===== src/rtl/sseg_pkg.sv =====
// sseg_pkg: shared seven-segment types, blank pattern and hex decode table.
// Segment vectors are active low, ordered {g,f,e,d,c,b,a}.
package sseg_pkg;

    typedef logic [6:0] seg_t;
    typedef logic [1:0] digit_idx_t;

    localparam seg_t SEG_BLANK = 7'h7F;

    function automatic seg_t hex_to_seg(input logic [3:0] hex);
        seg_t s;
        case (hex)
            4'h0: s = 7'b1000000;
            4'h1: s = 7'b1111001;
            4'h2: s = 7'b0100100;
            4'h3: s = 7'b0110000;
            4'h4: s = 7'b0011001;
            4'h5: s = 7'b0010010;
            4'h6: s = 7'b0000010;
            4'h7: s = 7'b1111000;
            4'h8: s = 7'b0000000;
            4'h9: s = 7'b0010000;
            4'hA: s = 7'b0001000;
            4'hB: s = 7'b0000011;
            4'hC: s = 7'b1000110;
            4'hD: s = 7'b0100001;
            4'hE: s = 7'b0000110;
            4'hF: s = 7'b0001110;
        endcase
        return s;
    endfunction

endpackage


===== src/rtl/hex_to_sseg.sv =====
// hex_to_sseg: combinational nibble to active-low segment decoder.
module hex_to_sseg
    import sseg_pkg::*;
(
    input  logic [3:0] hex,
    output seg_t       seg
);

    assign seg = hex_to_seg(hex);

endmodule


===== src/rtl/sseg_scan_driver.sv =====
// sseg_scan_driver: 4-digit common-anode scan driver with per-frame snapshot, ghost blanking and error blink.
// Define SSEG_LZB_EN to enable leading-zero blanking outside error mode.
module sseg_scan_driver
    import sseg_pkg::*;
#(
    parameter int REFRESH_DIV  = 50000,
    parameter int BLINK_FRAMES = 128
) (
    input  logic       clk,
    input  logic       reset,
    input  logic       is_err,
    input  logic [3:0] digit0,
    input  logic [3:0] digit1,
    input  logic [3:0] digit2,
    input  logic [3:0] digit3,
    output logic [3:0] an,
    output seg_t       seg,
    output logic       frame_tick
);

    localparam int PW = (REFRESH_DIV > 1) ? $clog2(REFRESH_DIV) : 1;
    localparam int BW = (BLINK_FRAMES > 1) ? $clog2(BLINK_FRAMES) : 1;
    localparam logic [PW-1:0] P_LAST = PW'(REFRESH_DIV - 1);
    localparam logic [BW-1:0] B_LAST = BW'(BLINK_FRAMES - 1);

    logic [PW-1:0]   presc;
    digit_idx_t      idx;
    logic [3:0][3:0] shadow;
    logic            shadow_err;
    logic [BW-1:0]   blink_cnt;
    logic            phase;
    logic            slot_tick;
    logic            frame_end;
    logic            blink_run;
    logic            lzb;
    seg_t            dec;

    assign slot_tick = presc == P_LAST;
    assign frame_end = slot_tick && idx == 2'd3;
    // Blinking only advances across consecutive error frames; entering error mode starts visible.
    assign blink_run = is_err && shadow_err;

`ifdef SSEG_LZB_EN
    assign lzb = !shadow_err && (idx == 2'd3 ? shadow[3] == 4'h0 :
                                 idx == 2'd2 ? shadow[3] == 4'h0 && shadow[2] == 4'h0 :
                                 idx == 2'd1 ? shadow[3] == 4'h0 && shadow[2] == 4'h0 && shadow[1] == 4'h0 :
                                 1'b0);
`else
    assign lzb = 1'b0;
`endif

    hex_to_sseg u_dec (
        .hex (shadow[idx]),
        .seg (dec)
    );

    always_ff @(posedge clk or posedge reset) begin
        if (reset) begin
            presc      <= '0;
            idx        <= '0;
            shadow     <= '0;
            shadow_err <= 1'b0;
            blink_cnt  <= '0;
            phase      <= 1'b0;
            an         <= 4'hF;
            seg        <= SEG_BLANK;
            frame_tick <= 1'b0;
        end else begin
            presc      <= slot_tick ? '0 : presc + 1'b1;
            idx        <= slot_tick ? idx + 1'b1 : idx;
            frame_tick <= frame_end;
            if (frame_end) begin
                shadow     <= {digit3, digit2, digit1, digit0};
                shadow_err <= is_err;
                blink_cnt  <= (blink_run && blink_cnt != B_LAST) ? blink_cnt + 1'b1 : '0;
                phase      <= blink_run && (phase ^ (blink_cnt == B_LAST));
            end
            // The slot after a terminal count starts with one dark cycle to hide ghosting.
            an  <= (slot_tick || phase) ? 4'hF : ~(4'b0001 << idx);
            seg <= (slot_tick || lzb) ? SEG_BLANK : dec;
        end
    end

endmodule


===== config.mk =====
export PLATFORM = sky130hd
export DESIGN_NAME = sseg_scan_driver
export DESIGN_NICKNAME = d
export VERILOG_FILES = /design/src/rtl/sseg_pkg.sv /design/src/rtl/hex_to_sseg.sv /design/src/rtl/sseg_scan_driver.sv
export SDC_FILE = /design/constraint.sdc
export NUM_CORES = 1
export LEC_CHECK = 0
export ABC_AREA = 0
export CORE_AREA = 2 2 67 69
export CTS_BUF_LIST = sky130_fd_sc_hd__clkbuf_16
export CTS_CLUSTER_DIAMETER = 50
export DETAILED_ROUTE_END_ITERATION = 6
export DIE_AREA = 0 0 69 71
export DONT_BUFFER_PORTS = 1
export PLACE_DENSITY_LB_ADDON = 0.08
export SYNTH_ARGS = -nofsm -noshare
export SYNTH_HDL_FRONTEND = slang
export SYNTH_HIERARCHICAL = 1
export SYNTH_SLANG_ARGS = --single-unit

===== constraint.sdc =====
create_clock -name clk -period 6.6 [get_ports clk]
set_input_delay 1.32 -clock clk [delete_from_list [all_inputs] [get_ports clk]]
set_output_delay 1.32 -clock clk [all_outputs]
set_load 0.02 [all_outputs]

==> flow_summary.toml <==
[final_layout]
final_core_util = 0.6908
nNetsFinal = 256
diodes = 0
area_growth_pct = 5.885
fillers = 290
drive_gt1_frac = 0.1600

[sta]
max_freq_mhz = 404.4
hold_violations = 0
grt_setup_unrepaired = "no"
relSlewSlack = 0.2662
fin_ws_ns = 4.127
worstMarginPinSlew_ns = 1.101
maxSlewViolCount = 0
finalSetupViolCount = 0
setup_tns_ns = 0
finalClockSkew_ns = 0.002948
finalHoldWorstSlack_ns = 0.4923
period_share = 0.3747
finalCriticalPeriod_ns = 2.473

[critical_path]
endpoint_kind = "register"
critPathArrivalTime_ns = 2.70
worst-path-max-fanout = 7
required_ns = 6.83
critPathLaunchType = "register"
worst-setup-path-type = "register to register"

[yosys]
seq_area_frac_synth = 0.5068
synth_edf_count = 0
synth_area_leaders = "dfrtp_1 (40%), dfstp_2 (11%), mux2_1 (6.2%)"
synth_nets = 257
syn_avg_cell_area_sq_um = 12.19
synth_seq_cells = 55
yosys_warnings = 6
async_flop_share = 1.000
syn_inst = 225
ys_top_cells_by_count = "dfrtp_1 (44), mux2_1 (15), nor2_1 (15)"
netlist_area_sq_mm = 0.002743
synth_top_area_frac = 0.4015
dominantRegCellSynth = "dfrtp_1"
synth_most_common_cell = "dfrtp_1"
yosysTopAreaCell = "dfrtp_1"
yosysUniqueCellTypes = 47

[placement]
place_ws_ns = 4.146
gp_congestion = 0.8117
hpwl_um = 3476
numPortBuffers = 0

[die]
io_pins = 31
dieWidth_um = 69
rows = 24
chipHeight_um = 71
start_util = 0.6524
dieArea_sq_mm = 0.004899
core_area_sq_mm = 0.004204

[route]
dr.pass1.iters = 4
drc_errors = 0
drt_iter0_drc = 169
ant_nets = 0
num_vias = 1693
routed_via_density = 6.112
wl_um = 4897
avgRoutedWirePerCell_um = 17.68

[run]
max-cap-violations = 0

[global_routing]
grt_pass1_vias = 1768
grt_pass1_wl_um = 8197
antenna_found_initial = 0
overflow = 0
grt_max_degree = 56
grt_usage = 0.2089

[run_status]
outcome = "complete, no violations"

[clock_tree]
cts_tree = "yes"
post-cts-setup-buffer-count = 0
insertion_delay_ns = 0.29
clk_pin_slew_ns = 0.07
cts_buffers = 5
cts_root_buf = "clkbuf_16"
cts_resized = 0
cts_sinks = 55
cts_buffer_depth = 2
ctsHoldBuffers = 0
cts_max_level = 2

[power]
leakage_nw = 1.283
peakVddDrop_mv = 0.1790
power_density_mw_per_mm2 = 226.7

[hold_path]
hold_class = "register to register"
## worst max-delay path, cell delays in order (launching register included)
cell	delay, ns
dfrtp_1	0.57
mux4_2	0.64
inv_1	0.18
ha_1	0.24
and2b_2	0.24
or3b_1	0.36
o21ai_0	0.07
nand2b_1	0.12
## sequential cells by signal, summed over array words and instances, names as in the netlist
signal and cells:
presc 16, shadow 16, blink_cnt 7, seg 7
an 4, idx 2, frame_tick 1, phase 1
shadow_err 1
## cell usage in the layout, fill, tap and decap left out, types with 4 or more instances in the layout
master / synthesis / routed
xnor2_1: 5 / 5
nand3_1: 10 / 10
and3_1: 5 / 5
dfstp_2: 11 / 11
nand2b_1: 8 / 8
clkbuf_16: 0 / 5
mux4_2: 4 / 4
nor2_1: 15 / 15
nand2_1: 14 / 14
inv_1: 6 / 5
mux2i_1: 5 / 5
o21ai_0: 7 / 7
nand4_1: 5 / 5
ha_1: 13 / 13
mux2_1: 15 / 15
dfrtp_1: 44 / 44
xor2_1: 7 / 7
## final cells by class
class | instances | area (sq um) | share of cell area
multi-input cells | 155 | 1265 | 0.4356
inverters | 6 | 22.52 | 0.007755
clock inverters | 3 | 28.78 | 0.009910
repair buffers | 1 | 7.507 | 0.002585
clock buffers | 5 | 125.1 | 0.04308
well taps | 52 | 65.06 | 0.02240
flip-flops and latches | 55 | 1390 | 0.4787
## report_power, final
group          switching [W]  internal (W)  total (W)  leakage [nW]
Combinational      0.0000184     0.0000134  0.0000318         0.531
Clock               0.000124      0.000145   0.000268        0.0759
Sequential        0.00000897      0.000349   0.000358         0.676
## cells by family after synthesis
logic type                 share of synthesized area
DFF                                           0.5068
muxes                                         0.1346
xor gates and xnor gates                     0.03832
and+or+nand+nor                               0.1583
buffers and inverters                        0.03193
adders and majority gates                    0.05931
AOI/OAI and AO/OA                            0.07071
## routing by layer
layer | global-route usage | vias to the layer above | routed length [um]
met5 | 0 | - | 0
met3 | 0.04416 | 5 | 140
li1 | - | 800 | -
met2 | 0.3526 | 33 | 2403
met1 | 0.2788 | 855 | 2296
met4 | 0.05447 | 0 | 57
## stage by stage
step	cells	power, W	cell area (sq um)
floorplan	225	0.0003898	2743
global placement	269	0.0003940	2750
detailed placement	269	0.0003966	2750
CTS	277	0.0006594	2904
global route	277	0.0006808	2904
finish	277	0.0006584	2904
## worst paths after layout
check / slack, ns / end / from / cells past startpoint
worst min-delay path: 0.49 / shadow[0]$_DFFE_PP0P_ / shadow[0]$_DFFE_PP0P_ / 1
worst min register to register: 0.49 / shadow[0]$_DFFE_PP0P_ / shadow[0]$_DFFE_PP0P_ / 1
max in group asynchronous: 4.75 / presc[15]$_DFF_PP0_ / reset / 1
worst max register to register: 4.13 / seg[0]$_DFF_PP1_ / idx[0]$_DFFE_PP0N_ / 7
worst max-delay path: 4.13 / seg[0]$_DFF_PP1_ / idx[0]$_DFFE_PP0N_ / 7
min in group asynchronous: 1.17 / presc[13]$_DFF_PP0_ / reset / 1
Power figures use the tool's default switching activity.
